$ cat src/rtl/simon_datapath.sv
// Simon game datapath: pattern memory, sequence length (count) and playback
// position (index) registers, plus the status flags and LED mux for the FSM.
module simon_datapath #(
    parameter int ADDR_W = 6,
    parameter int DEPTH  = 2**ADDR_W
) (
    input  logic       clk,
    input  logic       rst,
    input  logic       level,
    input  logic [3:0] pattern,
    input  logic       set_level,
    input  logic       w_en,
    input  logic       cnt_count,
    input  logic       clr_count,
    input  logic       cnt_index,
    input  logic       clr_index,
    input  logic       read_Memory,
    output logic       index_lt_count,
    output logic       input_eq_pattern,
    output logic       is_legal,
    output logic [3:0] pattern_leds
);

    localparam logic [ADDR_W-1:0] LAST_ADDR = ADDR_W'(DEPTH - 1);
    localparam logic [ADDR_W-1:0] ONE       = ADDR_W'(1);

    logic              level_q, level_d;
    logic [ADDR_W-1:0] count_q, count_d;
    logic [ADDR_W-1:0] index_q, index_d;
    logic [3:0]        mem_q [DEPTH];
    logic [3:0]        mem_rd_s;

    // Hard mode accepts exactly one pressed switch.
    function automatic logic is_one_hot(input logic [3:0] p);
        return (p != 4'd0) && ((p & (p - 4'd1)) == 4'd0);
    endfunction

    // Next-state for level latch and the two saturating counters (clear wins over increment).
    always_comb begin
        level_d = level_q;
        count_d = count_q;
        index_d = index_q;
        if (set_level) begin
            level_d = level;
        end else begin
            level_d = level_q;
        end
        if (clr_count) begin
            count_d = '0;
        end else if (cnt_count && (count_q != LAST_ADDR)) begin
            count_d = count_q + ONE;
        end else begin
            count_d = count_q;
        end
        if (clr_index) begin
            index_d = '0;
        end else if (cnt_index && (index_q != LAST_ADDR)) begin
            index_d = index_q + ONE;
        end else begin
            index_d = index_q;
        end
    end

    // State registers; reset clears the counters but the level still loads on set_level.
    always_ff @(posedge clk) begin
        level_q <= level_d;
        if (rst) begin
            count_q <= '0;
            index_q <= '0;
        end else begin
            count_q <= count_d;
            index_q <= index_d;
        end
    end

    // Pattern store, addressed by the pre-edge count; deliberately not reset.
    always_ff @(posedge clk) begin
        if (w_en) begin
            mem_q[count_q] <= pattern;
        end
    end

    // Asynchronous read so flags are valid in the same cycle the FSM samples them.
    assign mem_rd_s         = mem_q[index_q];
    assign index_lt_count   = (index_q < count_q);
    assign input_eq_pattern = (pattern == mem_rd_s);
    assign is_legal         = level_q ? is_one_hot(pattern) : 1'b1;
    assign pattern_leds     = read_Memory ? mem_rd_s : pattern;

endmodule

$ cat config.mk
export PLATFORM = sky130hd
export DESIGN_NAME = simon_datapath
export DESIGN_NICKNAME = d
export VERILOG_FILES = /design/src/rtl/simon_datapath.sv
export SDC_FILE = /design/constraint.sdc
export NUM_CORES = 1
export LEC_CHECK = 0
export ABC_AREA = 0
export CAP_MARGIN = 0
export CORE_ASPECT_RATIO = 0.9
export CORE_UTILIZATION = 40
export CTS_CLUSTER_DIAMETER = 80
export DETAILED_ROUTE_END_ITERATION = 10
export PLACE_DENSITY_LB_ADDON = 0.08
export SLEW_MARGIN = 20
export SYNTH_ARGS = -nofsm -noshare
export SYNTH_HDL_FRONTEND = slang
export SYNTH_SLANG_ARGS = --single-unit
$ cat constraint.sdc
create_clock -name clk -period 6.4 [get_ports clk]
set_input_delay 0.64 -clock clk [delete_from_list [all_inputs] [get_ports clk]]
set_output_delay 0.64 -clock clk [all_outputs]
set_load 0.005 [all_outputs]
# Word level (Yosys, flattened, before mapping)
# Memory sizes are Yosys's and may differ from the RTL's. A register that Yosys moved wholly into a read port is not among the register bits.
# Cells that the tools add are included.
dict set report totals {
  mem_count 1
  ram_bits 256
  ff_bits 13
  input_bits 14
  wordCells 25
  out_inout_bits 7
}
dict set report classes {
  bitwise_logic 1
  addsub 3
  eq_ne 3
  muxes 6
  magnitude_cmp 1
  n_reduce_logical 7
}
# memory words width read_ports rd_ports_with_merged_regs write_ports line_no
set memory_table {}
lappend memory_table {mem_q 64 4 1 1 1 30} ;# logic [3:0] mem_q [DEPTH];
# operator n
set op_table {}
lappend op_table {{6-bit by 1-bit adder with 6-bit output, second input constant} 2}
lappend op_table {{6-bit two-way mux} 2}
lappend op_table {{6-bit != test, second input constant} 2}
lappend op_table {{6-bit less-than comparator} 1}
lappend op_table {{4-bit bitwise AND} 1}
lappend op_table {{4-bit equality test} 1}
lappend op_table {{4-bit zero test} 1}
lappend op_table {{4-bit two-way mux} 1}
lappend op_table {{4-bit nonzero test} 1}
lappend op_table {{2-bit OR reduction} 2}
lappend op_table {{4-bit by 1-bit subtractor with 4-bit output, second input constant} 1}
lappend op_table {{1-bit logical AND} 3}
lappend op_table {{1-bit two-way mux} 3}

# Longest topological paths before layout
dict set report depth {
  depth_word 5
  depth_mapped 10
  mapped_depth_nobuf 8
}

# Worst setup path before layout
# No wires, ideal clock.
dict set report synth_timing {
  path_kind {register to output}
  start {register with a tool-made name}
  end {output port input_eq_pattern}
  path_slack_ns 3.557
  path_stages_with_launch 10
  arrival_ns 2.203
  t_required_ns 5.760
  n_path_buf 2
  cell_sequence {dfxtp_1 > buf_6 > buf_2 > mux4_2 > mux2_2 > o22ai_1 > o21ai_0 > o41ai_1 > xnor2_1 > and4_1}
}
# item line_no
set synth_lines {}
lappend synth_lines {{end, declared} 19} ;# output logic input_eq_pattern,

==> results by group <==
Status
  – Status: completed

Yosys
  – Xor/xnor share of the synthesized area: 0.0109
  – Most area-hungry cell type in the Yosys netlist: edfxtp_1
  – Yosys reg bits: 275
  – Dominant cell by count in the synthesized netlist: edfxtp_1
  – Synth warn: 0
  – Synth Area in Adders: 0.00776
  – Most used DFF post-synth: edfxtp_1
  – Ys async rst share: 0
  – Seq/Total Area, Yosys: 0.716
  – Post-synthesis mux area share: 0.157
  – Post-synthesis cell type count: 49
  – Syn Area/Cell: 17.7 sq um
  – Synth Net Count: 659
  – Largest family of logic cells by synthesized area: multiplexers
  – Synth Area in Compound Gates: 0.0260
  – Synth cell count leaders: 257 x edfxtp_1, 84 x nor2_1, 42 x mux4_2, 24 x mux2i_1, 20 x mux2_2
  – Simple-gate portion of the synthesized area: 0.0638
  – Synth top area share: 0.684
  – Post-synth EDFFs: 257
  – Top post-synthesis cells by area: edfxtp_1 68%, mux4_2 8.4%, dfxtp_1 3.2%
  – Synth Instances: 638
  – Mapped Area: 11300 sq um

Placement
  – Worst slack, placed: 2.07 ns
  – I/O Buffers: 20
  – Hpwl dp: 16500 um
  – Gp weighted congestion: 0.802
  – Cells after DPL: 989

Timing
  – Slew Limit Headroom: 0.367
  – Minimum clock period after layout: 4.84 ns
  – Hold violation count in the final report: 0
  – RSZ-0062 raised after global routing: no
  – Setup ws final: 1.56 ns
  – Slew @ Worst Pin: 0.943 ns
  – Setup TNS: 0 ns
  – Clock Skews: 0.0172 ns
  – Final slew viol count: 0
  – # setup viols final: 0
  – Max Freq: 207 MHz
  – Final Cycle Share: 0.756

Clock network
  – Postcts setup bufs: 0
  – TritonCTS Sinks: 275
  – Clock Latency Late Sink: 0.55 ns
  – CTS tree: yes
  – # hold bufs at CTS: 0
  – H-tree depth: 1
  – Worst-path clk slew: 0.06 ns
  – Resized Gates After CTS: 0
  – Total CTS buffers: 28
  – Clock buffer depth: 3
  – CTS Root Cell: clkbuf_16

Setup path
  – Crit-path max cell delay: 0.75 ns
  – Worst Setup Start Kind: flip-flop
  – Slowest stage cell, crit path: dfxtp_4
  – R2R Path Start: count_q[0]$_SDFFE_PP0P_
  – Crit path buf inv count: 2
  – Critical path class: flip-flop to output pin
  – CP arrival: 4.20 ns
  – Worst Path Max Fanout: 29
  – Cell family with most CP delay: multiplexers
  – Kind of end point of the critical path: output pin
  – Required @ worst endpoint: 5.76 ns
  – Worst-path cell chain: buf_4 > mux4_1 > mux2_2 > a32oi_1 > o311ai_1 > mux2i_4 > xnor2_1 > and4_1 > clkdlybuf4s50_1

Global routing
  – Largest net degree at the start of global routing: 69
  – GRT Residual Overflow: 0
  – Total track usage: 0.186
  – Vias in the first global route: 6031
  – First-pass GRT wire length: 38800 um
  – Initial antenna violation count: 0

Finish
  – Layout cells sized above 1: 0.186
  – Post-layout util: 0.465
  – Area growth syn-to-layout: 12.9%
  – Non-Filler Instances: 1041
  – Final net count: 686
  – N_diodes: 0

Die
  – Ports: 21
  – Die area: 28900 sq um
  – Chip Width: 179 um
  – Die Span Y: 161 um
  – Core area: 27400 sq um
  – Initial core utilization: 0.412
  – Rows: 57

Worst hold path
  – HP Class: flip-flop to flip-flop
  – Hold Path Origin: index_q[1]$_SDFFE_PP0N_

Power and ir drop
  – Pwr dens: 293 nW/um^2
  – Worst vdd ir: 0.191 mV
  – Total power: 3.73 mW
  – Static Leak: 3.87 nW

Detailed routing
  – Detailed Route Iter0 Violations: 553
  – Post-detailed-routing wire length: 25500 um
  – DRC viols: 0
  – DR vias: 5812
  – Pre-antenna DRT Iters: 5
  – DR vias/cell: 5.58
  – Post-route ant nets: 0
  – Wire per inst: 24.5 um

Run
  – Max-cap violation count: 0
==> worst paths after layout <==
| kind | depth (start not counted) | slack (ns) | to |
|---|---|---|---|
| max | 9 | 1.56 | input_eq_pattern |
| min | 2 | 0.54 | flip-flop |
| min reg2reg | 2 | 0.54 | flip-flop |
| max reg2reg | 2 | 3.97 | mem_q[39][2]$_DFFE_PP_ |
==> registers in the layout, summed over array words and instances, names as in the netlist, named ones only <==
signal   cells
count_q      6
index_q      6
level_q      1
mem_q      256
==> cell usage in the layout (no fill, tap or decap), types with 8 or more instances in the layout <==
cell	Yosys	routed
nand3_1	12	12
edfxtp_1	257	257
xnor2_1	8	8
a21oi_1	8	8
mux4_1	13	13
inv_1	9	9
mux2i_1	24	24
clkinv_2	0	8
buf_4	3	8
clkbuf_16	0	28
nor3_1	13	13
dfxtp_1	18	15
mux4_2	42	42
nor2_1	84	84
mux2_2	20	20
nand2_1	19	19
clkdlybuf4s50_1	0	16
==> cell type report <==
type | count | area [sq um]
clock inverter | 22 | 229
timing repair buffer | 28 | 240
multi-input combinational | 323 | 3000
sequential | 275 | 8090
clock buffer | 30 | 708
inverter | 9 | 33.8
fill | 2373 | 14600
tap | 354 | 443
==> per-stage QoR <==
stage	hold slack [ns]	instance area, sq um
after floorplan	0.497	11300
after global placement	0.533	11800
after detailed placement	0.541	11800
after CTS	0.548	12700
after global routing	0.586	12700
final	0.540	12700
==> where the power goes <==
| part | switching (mW) | internal, mW |
|---|---|---|
| combinational | 0.0640 | 0.0513 |
| clock | 0.676 | 0.965 |
| sequential | 0.0113 | 1.97 |
| total | 0.751 | 2.98 |
==> per-layer routing <==
metal | part of all wire | routed length [um] | GRT usage
met2 | 0.47 | 12000 | 0.291
met4 | 0.025 | 632 | 0.0485
met3 | 0.051 | 1310 | 0.0330
met5 | 0 | 0 | 0
met1 | 0.45 | 11600 | 0.269
==> kinds of logic after synthesis <==
kind of cell               after synthesis
AOI/OAI and AO/OA                       42
xor gates and xnor gates                14
adders and majority gates                7
buffers and inverters                   40
DFF                                    275
muxes                                  100
and+or+nand+nor                        160
==> tightest hold or removal path: stages, from the launching register on <==
cell and delay [ns]:
dfxtp_1 0.34, nand2b_1 0.08, a21oi_1 0.07
Power figures use the tool's default switching activity.
